[src/rtl/conv_pkg.sv]
// Shared definitions for the convolution window-building blocks: controller
// state encoding, default counter width and the per-frame window count.
package conv_pkg;

  localparam int CNT_W_DEF = 9;

  typedef enum logic [1:0] {
    IDLE = 2'd0,
    FILL = 2'd1,
    RUN  = 2'd2,
    DONE = 2'd3
  } state_e;

  // Number of KxK windows produced per frame at the given stride (floor division).
  function automatic int win_count(input int img_w, input int img_h,
                                   input int ksize, input int stride);
    return ((img_h - ksize) / stride + 1) * ((img_w - ksize) / stride + 1);
  endfunction

endpackage

[src/rtl/stride_phase_cnt.sv]
// Mod-STRIDE phase counter with an output-index counter that advances each
// time the phase wraps; phase 0 marks a position where a window lands.
module stride_phase_cnt #(
  parameter int STRIDE = 1,
  parameter int CNT_W  = 9
) (
  input  logic             clk,
  input  logic             rst_n,
  input  logic             clr_i,
  input  logic             step_i,
  output logic             phase0_o,
  output logic [CNT_W-1:0] idx_o
);

  localparam int PH_W = (STRIDE > 1) ? $clog2(STRIDE) : 1;
  localparam logic [PH_W-1:0] PH_LAST = PH_W'(STRIDE - 1);

  logic [PH_W-1:0]  phase_q;
  logic [CNT_W-1:0] idx_q;

  always_ff @(posedge clk or negedge rst_n) begin
    if (!rst_n) begin
      phase_q <= '0;
      idx_q   <= '0;
    end else if (clr_i) begin
      phase_q <= '0;
      idx_q   <= '0;
    end else if (step_i) begin
      if (phase_q == PH_LAST) begin
        phase_q <= '0;
        idx_q   <= idx_q + 1'b1;
      end else begin
        phase_q <= phase_q + 1'b1;
      end
    end
  end

  assign phase0_o = (phase_q == '0);
  assign idx_o    = idx_q;

endmodule

[src/rtl/line_window_ctrl.sv]
// Line-buffer sequencer for a KxK convolution window: tracks raster position,
// drives the KSIZE-1 line FIFO enables and flags strided window positions.
module line_window_ctrl
  import conv_pkg::*;
#(
  parameter int IMG_WIDTH  = 10,
  parameter int IMG_HEIGHT = 10,
  parameter int KSIZE      = 3,
  parameter int STRIDE     = 1,
  parameter int CNT_W      = CNT_W_DEF
) (
  input  logic             clk,
  input  logic             rst_n,
  input  logic             frame_start,
  input  logic             pix_valid,
  output logic             pix_ready,
  input  logic             out_ready,
  output logic             lb_flush,
  output logic [KSIZE-2:0] lb_wr_en,
  output logic [KSIZE-2:0] lb_rd_en,
  output logic             win_valid,
  output logic [CNT_W-1:0] win_row,
  output logic [CNT_W-1:0] win_col,
  output logic             busy,
  output logic             frame_done
);

  localparam logic [CNT_W-1:0] COL_LAST = CNT_W'(IMG_WIDTH - 1);
  localparam logic [CNT_W-1:0] ROW_LAST = CNT_W'(IMG_HEIGHT - 1);
  localparam logic [CNT_W-1:0] K_FIRST  = CNT_W'(KSIZE - 1);

  state_e           state_q;
  logic [CNT_W-1:0] row_q, row_d, col_q, col_d;
  logic             win_valid_q, frame_done_q;
  logic [CNT_W-1:0] win_row_q, win_col_q;
  logic             acc, col_wrap, last_pix, win_hit;
  logic             row_ph0, col_ph0;
  logic [CNT_W-1:0] row_idx, col_idx;

  assign pix_ready = ((state_q == FILL) || (state_q == RUN)) && out_ready && !frame_start;
  assign acc       = pix_valid && pix_ready;
  assign col_wrap  = acc && (col_q == COL_LAST);
  assign last_pix  = col_wrap && (row_q == ROW_LAST);
  assign lb_flush  = frame_start;
  assign lb_wr_en  = {(KSIZE-1){acc}};

  // Line i only starts draining once a full row has been pushed into it.
  always_comb begin
    lb_rd_en = '0;
    for (int i = 0; i < KSIZE - 1; i++) begin
      lb_rd_en[i] = acc && (row_q > CNT_W'(i));
    end
  end

  always_comb begin
    row_d = row_q;
    col_d = col_q;
    if (frame_start) begin
      row_d = '0;
      col_d = '0;
    end else if (acc) begin
      if (col_wrap) begin
        col_d = '0;
        row_d = last_pix ? '0 : row_q + 1'b1;
      end else begin
        col_d = col_q + 1'b1;
      end
    end
  end

  stride_phase_cnt #(.STRIDE(STRIDE), .CNT_W(CNT_W)) u_row_phase (
    .clk      (clk),
    .rst_n    (rst_n),
    .clr_i    (frame_start || last_pix),
    .step_i   (col_wrap && !last_pix && (row_q >= K_FIRST)),
    .phase0_o (row_ph0),
    .idx_o    (row_idx)
  );

  stride_phase_cnt #(.STRIDE(STRIDE), .CNT_W(CNT_W)) u_col_phase (
    .clk      (clk),
    .rst_n    (rst_n),
    .clr_i    (frame_start || col_wrap),
    .step_i   (acc && !col_wrap && (col_q >= K_FIRST)),
    .phase0_o (col_ph0),
    .idx_o    (col_idx)
  );

  assign win_hit = acc && (row_q >= K_FIRST) && (col_q >= K_FIRST) && row_ph0 && col_ph0;

  always_ff @(posedge clk or negedge rst_n) begin
    if (!rst_n) begin
      state_q      <= IDLE;
      row_q        <= '0;
      col_q        <= '0;
      win_valid_q  <= 1'b0;
      win_row_q    <= '0;
      win_col_q    <= '0;
      frame_done_q <= 1'b0;
    end else begin
      row_q        <= row_d;
      col_q        <= col_d;
      win_valid_q  <= win_hit;
      frame_done_q <= 1'b0;
      if (win_hit) begin
        win_row_q <= row_idx;
        win_col_q <= col_idx;
      end
      if (frame_start) begin
        state_q <= FILL;
      end else begin
        case (state_q)
          IDLE: state_q <= IDLE;
          FILL: if (row_d >= K_FIRST) state_q <= RUN;
          RUN: begin
            if (last_pix) begin
              state_q      <= DONE;
              frame_done_q <= 1'b1;
            end
          end
          DONE: state_q <= IDLE;
          default: state_q <= IDLE;
        endcase
      end
    end
  end

  assign win_valid  = win_valid_q;
  assign win_row    = win_row_q;
  assign win_col    = win_col_q;
  assign frame_done = frame_done_q;
  assign busy       = (state_q != IDLE);

endmodule

[config.mk]
export PLATFORM = sky130hd
export DESIGN_NAME = line_window_ctrl
export DESIGN_NICKNAME = d
export VERILOG_FILES = /design/src/rtl/conv_pkg.sv /design/src/rtl/stride_phase_cnt.sv /design/src/rtl/line_window_ctrl.sv
export SDC_FILE = /design/constraint.sdc
export NUM_CORES = 1
export LEC_CHECK = 0
export ABC_AREA = 1
export CAP_MARGIN = 20
export CORE_ASPECT_RATIO = 0.75
export CORE_MARGIN = 10
export CORE_UTILIZATION = 50
export CTS_CLUSTER_SIZE = 20
export DETAILED_ROUTE_END_ITERATION = 8
export PLACE_DENSITY = 0.72
export SYNTH_ARGS = -nofsm -noshare
export SYNTH_HDL_FRONTEND = slang
export SYNTH_SLANG_ARGS = --single-unit
[constraint.sdc]
create_clock -name clk -period 3.25 [get_ports clk]
set_input_delay 0.4875 -clock clk [delete_from_list [all_inputs] [get_ports clk]]
set_output_delay 0.4875 -clock clk [all_outputs]
set_load 0.01 [all_outputs]
### Word-level counts from Yosys, hierarchy flattened

Index checks and enable logic that the tools add are counted.

* flip-flop bits (word level): 60
* input port bits: 5
* output and inout port bits: 27
* logic and storage cells: 89

* add/sub/neg operators: 6
* magnitude comparators: 5
* equality and inequality tests: 9
* muxes and demuxes: 26
* bitwise operators: 2
* reductions and logical operators: 30

Operators with widths (number)
* two-way mux 9 bit: 13
* adder 9 x 1 -> 9 bit, second input constant: 4
* >= comparator 9 x 2 -> 1 bit, second input constant: 3
* equality test 9 x 4 -> 1 bit, second input constant: 2
* greater-than comparator 9 x 1 -> 1 bit, second input constant: 2
* logical AND 1 bit: 15
* two-way mux 1 bit: 9
* nonzero test 2 bit: 4
* two-way mux 2 bit: 3
* case mux 2 bit (3 select lines): 1
* AND reduction 2 bit: 3
* equality test 2 bit, second input constant: 2
* inequality test 2 x 1 -> 1 bit, second input constant: 2
* zero test 1 bit: 3
* logical OR 1 bit: 3
* inequality test 3 x 2 -> 1 bit, second input constant: 1
* inequality test 3 bit, second input constant: 1
* adder 1 bit, second input constant: 2
* equality test 2 x 1 -> 1 bit, second input constant: 1
* zero test 2 bit: 1
* inverter 1 bit: 2
* OR reduction 2 bit: 1

### Longest topological paths before layout

* depth after elaboration: 15
* gate-level depth with buffers: 17
* depth with buffers taken out: 17

### Modules after synthesis

A second synthesis with hierarchy kept.

* cells, all modules: 467
* area total of the unflattened synthesis: 3377.0 µm²

By module, submodules not included
* line_window_ctrl: times used 1, cells an instance 313, area an instance 2280.9 µm², sequential area each 1001.0 µm²
* stride_phase_cnt: times used 2, cells an instance 77, area an instance 548.0 µm², sequential area each 225.2 µm²

### Worst setup path before layout

OpenSTA, ideal clock, no wires.

* kind: register -> register
* from: reg state_q[0]
* to: reg state_q[0]
* setup time: 0.116 ns
* data arrival time: 1.727 ns
* required time: 3.134 ns
* setup slack: 1.406 ns
* stages on the path, launching flop included: 15
* path buffers: 1
* clock period less this slack: 1.844 ns
* cell sequence: dfrtp_1 -> inv_1 -> ha_1 -> nand2_1 -> nor3_4 -> buf_6 -> nand3_1 -> nand2_1 -> nand3_1 -> nand3_1 -> nor2_2 -> nand3_2 -> nand2_1 -> nand2_1 -> nand2_1

* cells in the longest elaborated chain, start to end: 14
* elaborated cells on any way between the ends: 21
* those cells by class: order compare (1); eq/ne (5); mux (6); reduce/logical (9)

Ends and longest elaborated chain
* start, declared: RTL line line_window_ctrl.sv:32 `state_e state_q;`
* start signal, assigned: RTL line line_window_ctrl.sv:93 `state_q <= IDLE;`
* start signal, assigned: RTL line line_window_ctrl.sv:110 `state_q <= FILL;`
* start signal, assigned: RTL line line_window_ctrl.sv:113 `IDLE: state_q <= IDLE;`
* equality test 2 x 1 -> 1 bit or equality test 2 bit (tied branches): RTL line line_window_ctrl.sv:40 `assign pix_ready = ((state_q == FILL) || (state_q == RUN)) && out_ready && !frame_start;`
* logical OR 1 bit (*): RTL line line_window_ctrl.sv:40
* logical AND 1 bit (*) (2 in a row): RTL line line_window_ctrl.sv:40
* logical AND 1 bit (*): RTL line line_window_ctrl.sv:41 `assign acc = pix_valid && pix_ready;`
* via acc: RTL line line_window_ctrl.sv:36 `logic acc, col_wrap, last_pix, win_hit;`
* logical AND 1 bit: RTL line line_window_ctrl.sv:42 `assign col_wrap = acc && (col_q == COL_LAST);`
* logical AND 1 bit: RTL line line_window_ctrl.sv:43 `assign last_pix = col_wrap && (row_q == ROW_LAST);`
* two-way mux 9 bit: RTL line line_window_ctrl.sv:64 `row_d = last_pix ? '0 : row_q + 1'b1;`
* two-way mux 9 bit: RTL line line_window_ctrl.sv:62 `if (col_wrap) begin`
* two-way mux 9 bit: RTL line line_window_ctrl.sv:61 `end else if (acc) begin`
* two-way mux 9 bit: RTL line line_window_ctrl.sv:58 `if (frame_start) begin`
* >= comparator 9 x 2 -> 1 bit: RTL line line_window_ctrl.sv:114 `FILL: if (row_d >= K_FIRST) state_q <= RUN;`
* inequality test 3 x 2 -> 1 bit (no line)
* AND reduction 2 bit (no line) (*)

Mark *: on every way through the listed nets, which the timed path passes. The rest lies on a longest branch.
A chain may end at the register's enable or synchronous reset.

### Final worst setup path

* from: reg state_q[0]
* to: out lb_rd_en[0]

* cells in the longest elaborated chain, start to end: 6
* elaborated cells on any way between the ends: 7
* those cells by class: eq/ne (2); reduce/logical (5)

Ends and longest elaborated chain
* equality test 2 x 1 -> 1 bit or equality test 2 bit (tied branches): RTL line line_window_ctrl.sv:40
* logical OR 1 bit (*): RTL line line_window_ctrl.sv:40
* logical AND 1 bit (*) (2 in a row): RTL line line_window_ctrl.sv:40
* logical AND 1 bit (*): RTL line line_window_ctrl.sv:41
* logical AND 1 bit (*): RTL line line_window_ctrl.sv:51 `lb_rd_en[i] = acc && (row_q > CNT_W'(i));`
* end, declared: RTL line line_window_ctrl.sv:20 `output logic [KSIZE-2:0] lb_rd_en,`

Mark *: on every way between the ends. The rest lies on a longest branch, timed or not.

==> flow_summary.ini <==
[die]
rows = 25
dieHeight_um = 89.4
io_pins = 32
die_x_um = 113
start_util_pct = 51.4
die_area_um2 = 10100
coreArea_um2 = 6260

[global_route]
overflow = 0
grt_pass1_wl_um = 11700
grt_pass1_vias = 2490
grt_max_degree = 36
antenna_found_initial = 0
grt_util_all_layers_pct = 14.4

[critical_path]
r2r_cells = 14
crit_slowest_cell = clkdlybuf4s50_1
worstPathCellList = inv_1, ha_1, nand2_1, nor3_4, inv_2, a21oi_1, clkdlybuf4s50_1
critPathLaunchType = register
r2r-start = state_q[0]
rr_endpoint = state_q[0]
cpPeakStageDelay_ns = 0.56
worst_setup_path_end_kind = primary output
critPathMaxFanout = 6
crit_arrival_ns = 2.19
cp.required_ns = 2.76
r2r_slack_ns = 1.00
setup.worst_path.class = register to primary output

[clock_network]
post-cts-setup-buffers = 0
cts_tree = done
clk_pin_slew_ns = 0.07
ctsResizeCount = 0
root_buffer = clkbuf_8
cts.sinks = 58
clk_latency_ns = 0.34
cts-buffers-inserted = 9
cts.htree.levels = 3
ctsHoldBuffers = 0
clockBufferDepth = 2

[yosys]
ys_seq_area_share_pct = 45.2
synth.net_count = 415
synth.cell_area_um2 = 3210
ys_types = 31
synth_cells = 398
synth_warnings = 0
ys_ff_latch = 58
synth.avg_cell_area_um2 = 8.07

[layout]
fin_cells = 521
diodes = 0
syn2layout_area_growth_pct = 17.8
final_common_cell = nand2_1
drive_above_1_share_pct = 11.6
mostFrequentLayoutCells = nand2_1, inv_1, dfrtp_1, nor2_1, o21ai_0
nets = 452
stdcell_area_um2 = 3780

[sta]
final_max_slew_viol_count = 0
post-route-period-util_pct = 82.5
min_period_ns = 2.68
setup_ws_ns = 0.568
relSlewSlack_pct = 49.5
fin_tns_setup_ns = 0
tightest_slew_ns = 0.758
fmax_mhz = 373
hold_viol_final = 0
setup_viol = 0
holdWs_ns = 0.221
grt_setup_unrepaired = false
finClkSkew_ns = 0.00882

[placement]
detailed_place.area_um2 = 3590
dp_cells = 505
dp_slack_ns = 0.605
place.gp.congestion = 0.912
hpwl_um = 5090
io_buffer_count = 31

[route]
vias = 2617
wirelength_um = 6750
wl_per_cell_um = 13.0
viasPerCell = 5.02
antenna_left = 0
drt_pass1_iterations = 5
drtIter0Drc = 159
drc = 0

[power_and_ir_drop]
ir_drop_uv = 268
power_density_nw_per_um2 = 446
leakagePower_uw = 0.00179

[job]
drv_cap = 0

[hold_path]
min_path_type = input port to async pin

[status]
status = finished clean
-- critical path, delay by kind of cell, from the launching register on --
kind            cells  cell delay (ns)
fa+ha+maj           1             0.30
simple gates        2             0.28
flops               1             0.37
buf+inv             3             0.75
compound gates      1             0.16
-- worst max path at each step --
stage                  end        start  slack (ns)  cells past startpoint
2_1_floorplan   state_q[0]   state_q[0]        1.41                     14
3_3_place_gp   lb_rd_en[0]  frame_start        0.71                      5
3_5_place_dp   lb_rd_en[0]  frame_start        0.61                      5
4_1_cts        lb_rd_en[0]   state_q[0]        0.51                      7
5_1_grt        lb_rd_en[0]   state_q[0]        0.41                      7
6_report       lb_rd_en[0]   state_q[0]        0.57                      7
-- Yosys cell counts, drive strengths merged --
cell type | n | area, um^2
a21oi | 17 | 85.1
dfrtp | 58 | 1450
buf | 8 | 53.8
o21a | 3 | 22.5
ha | 12 | 150
o22ai | 3 | 18.8
inv | 63 | 236
clkinv | 1 | 3.75
xor2 | 4 | 35.0
a211oi | 1 | 7.51
o21ai | 32 | 160
a31oi | 2 | 12.5
nand2 | 93 | 392
nor4 | 2 | 12.5
nor3b | 1 | 7.51
nor2 | 46 | 250
nand3 | 33 | 185
nor3 | 13 | 91.3
nand4 | 6 | 37.5
-- kinds of logic (layout without fill, tap and decap cells) --
kind of cell	after synthesis	after routing	synth area share, %
flops	58	58	45.2
xor+xnor	4	4	1.09
buf+inv	72	114	9.15
compound gates	58	58	9.54
fa+ha+maj	12	12	4.67
simple gates	194	194	30.4
-- where the power goes --
group / internal [uW] / total, uW / leakage [uW] / switching (uW)
Sequential: 752 / 780 / 0.000802 / 27.7
Clock: 372 / 653 / 0.000103 / 281
Combinational: 100 / 255 / 0.000881 / 155
-- final cells by class --
type	instances	area [um^2]
fill	570	2470
multi-input combinational	268	1470
sequential	58	1450
timing repair buffer	34	328
inverter	64	240
clock buffer	11	141
tap	81	101
clock inverter	5	53.8
-- state kept, by name, summed over array words and instances, names as in the netlist --
signal,count
win_col,9
win_row,9
col_q,9
u_row_phase.idx_o,9
state_q,2
frame_done,1
row_q,9
u_col_phase.idx_o,9
win_valid,1
-- per-layer routing --
metal	routed length, um	track usage (%)	up-vias	share of wire [%]
met5	0	0	-	0
met4	70	3.45	0	1.0
met3	379	5.57	8	5.6
met2	2950	21.5	53	44
met1	3350	19.3	1211	50
li1	-	-	1345	-
-- metrics by stage --
stage	util [%]	power [uW]
after floorplan	-	951
after global placement	57.4	1040
after detailed placement	57.4	1050
after CTS	60.5	1710
after global routing	60.5	1790
final	60.5	1690
(Power assumes the default switching activity.)
==> edit (same settings) <==
Set the package constant `CNT_W_DEF` to 11 (it was 9).
--- a/src/rtl/conv_pkg.sv
+++ b/src/rtl/conv_pkg.sv
@@ -2,7 +2,7 @@
 // state encoding, default counter width and the per-frame window count.
 package conv_pkg;
 
-  localparam int CNT_W_DEF = 9;
+  localparam int CNT_W_DEF = 11;
 
   typedef enum logic [1:0] {
     IDLE = 2'd0,
Interface: changed (resized win_col and win_row); port bits go from 32 to 36. The function was not compared with the original's and may differ.
==> edit against the unedited design <==
Synthesized cell count is 19% higher; non-clock buffer count up 3; count of clock-buffer cells in the layout is 1 lower; power rose by 11%; synthesized area grew 17%; first-iteration DRC count is 12% lower; via count rose by 18%; critical endpoint unchanged; register-to-register slack got worse by 260 ps; routed wire length grew 23%; setup slack got worse by 160 ps; clock power up 18%; cell count is 17% higher; sequential cell count rose by 12; cell area is 15% higher.
==> edit: results (changes against the unedited design) <==
[routing]
first_pass_iters = 4  ; was 5
drtIter0Drc = 140  ; was 159
routed_wl_mm = 8.27  ; was 6.75 mm

[synthesis]
synth_commonest_cells = 102 x nand2_1, 70 x dfrtp_1, 67 x inv_1  ; was 84 x nand2_1, 58 x dfrtp_1, 58 x inv_1
synth.distinct_cells = 33  ; was 31
ys_seq_elements = 70  ; was 58
seq_area_frac_synth_pct = 46.4  ; was 45.2%
mappedNetlistNets = 489  ; was 415

[timing]
fin_crit_sh_pct = 87.4  ; was 82.5%
hold_ws_ps = 328  ; was 221 ps

[grt]
met2_usage_pct = 24.5  ; was 21.5%
met3_usage_pct = 4.31  ; was 5.57%
met1_usage_pct = 19.0  ; was 19.3%
grt_pass1_vias = 3080  ; was 2490

[layout]
drive_above_1_share_pct = 9.43  ; was 11.6%
nets = 521  ; was 452
area_share_clock_buf_inv_pct = 4.90  ; was 5.16%
nClkBuffers = 10  ; was 11
nonClockBufferCount = 37  ; was 34
inverters = 72  ; was 64
fin_area_um2 = 4370  ; was 3780 um^2

[place]
portBuffers = 35  ; was 31
place_hpwl_mm = 5.95  ; was 5.09 mm
place_congestion = 0.862  ; was 0.912

[worst_setup_path]
worst-path-max-fanout = 7  ; was 6
reg2reg_slack_ps = 740  ; was 1000 ps
rr_worst_depth = 13  ; was 14

[outcome]
run_status = finished, final reports clean  ; unchanged

==> edit: changes by cell type after synthesis, moves of 3 or more <==
cell	delta
nand2_1	+18
dfrtp_1	+12
inv_1	+9
o21ai_1	+9
xor2_1	+9
nor2_1	+6
nand2_4	-4
clkbuf_1	+3
o21a_1	-3
o21ai_0	+3
==> edit: cell families after synthesis <==
| kind of cell | count (synthesis) | share of synthesized area [%] |
|---|---|---|
| AOI/OAI and AO/OA | 68 | 9.32 |
| xor gates and xnor gates | 14 | 3.25 |
| adders and majority gates | 12 | 3.98 |
| buffers and inverters | 88 | 9.89 |
| DFF | 70 | 46.4 |
| and+or+nand+nor | 220 | 27.1 |
==> edit: where the power goes <==
group	switching, mW	internal [mW]	leakage [nW]
registers	0.0168	0.891	0.972
clock network	0.340	0.431	0.106
logic	0.122	0.0778	0.932
==> edit: per-layer routing <==
layer	wire length [um]	up-vias
li1	-	1569
met2	3770	63
met4	187	0
met5	0	-
met3	409	18
met1	3910	1442
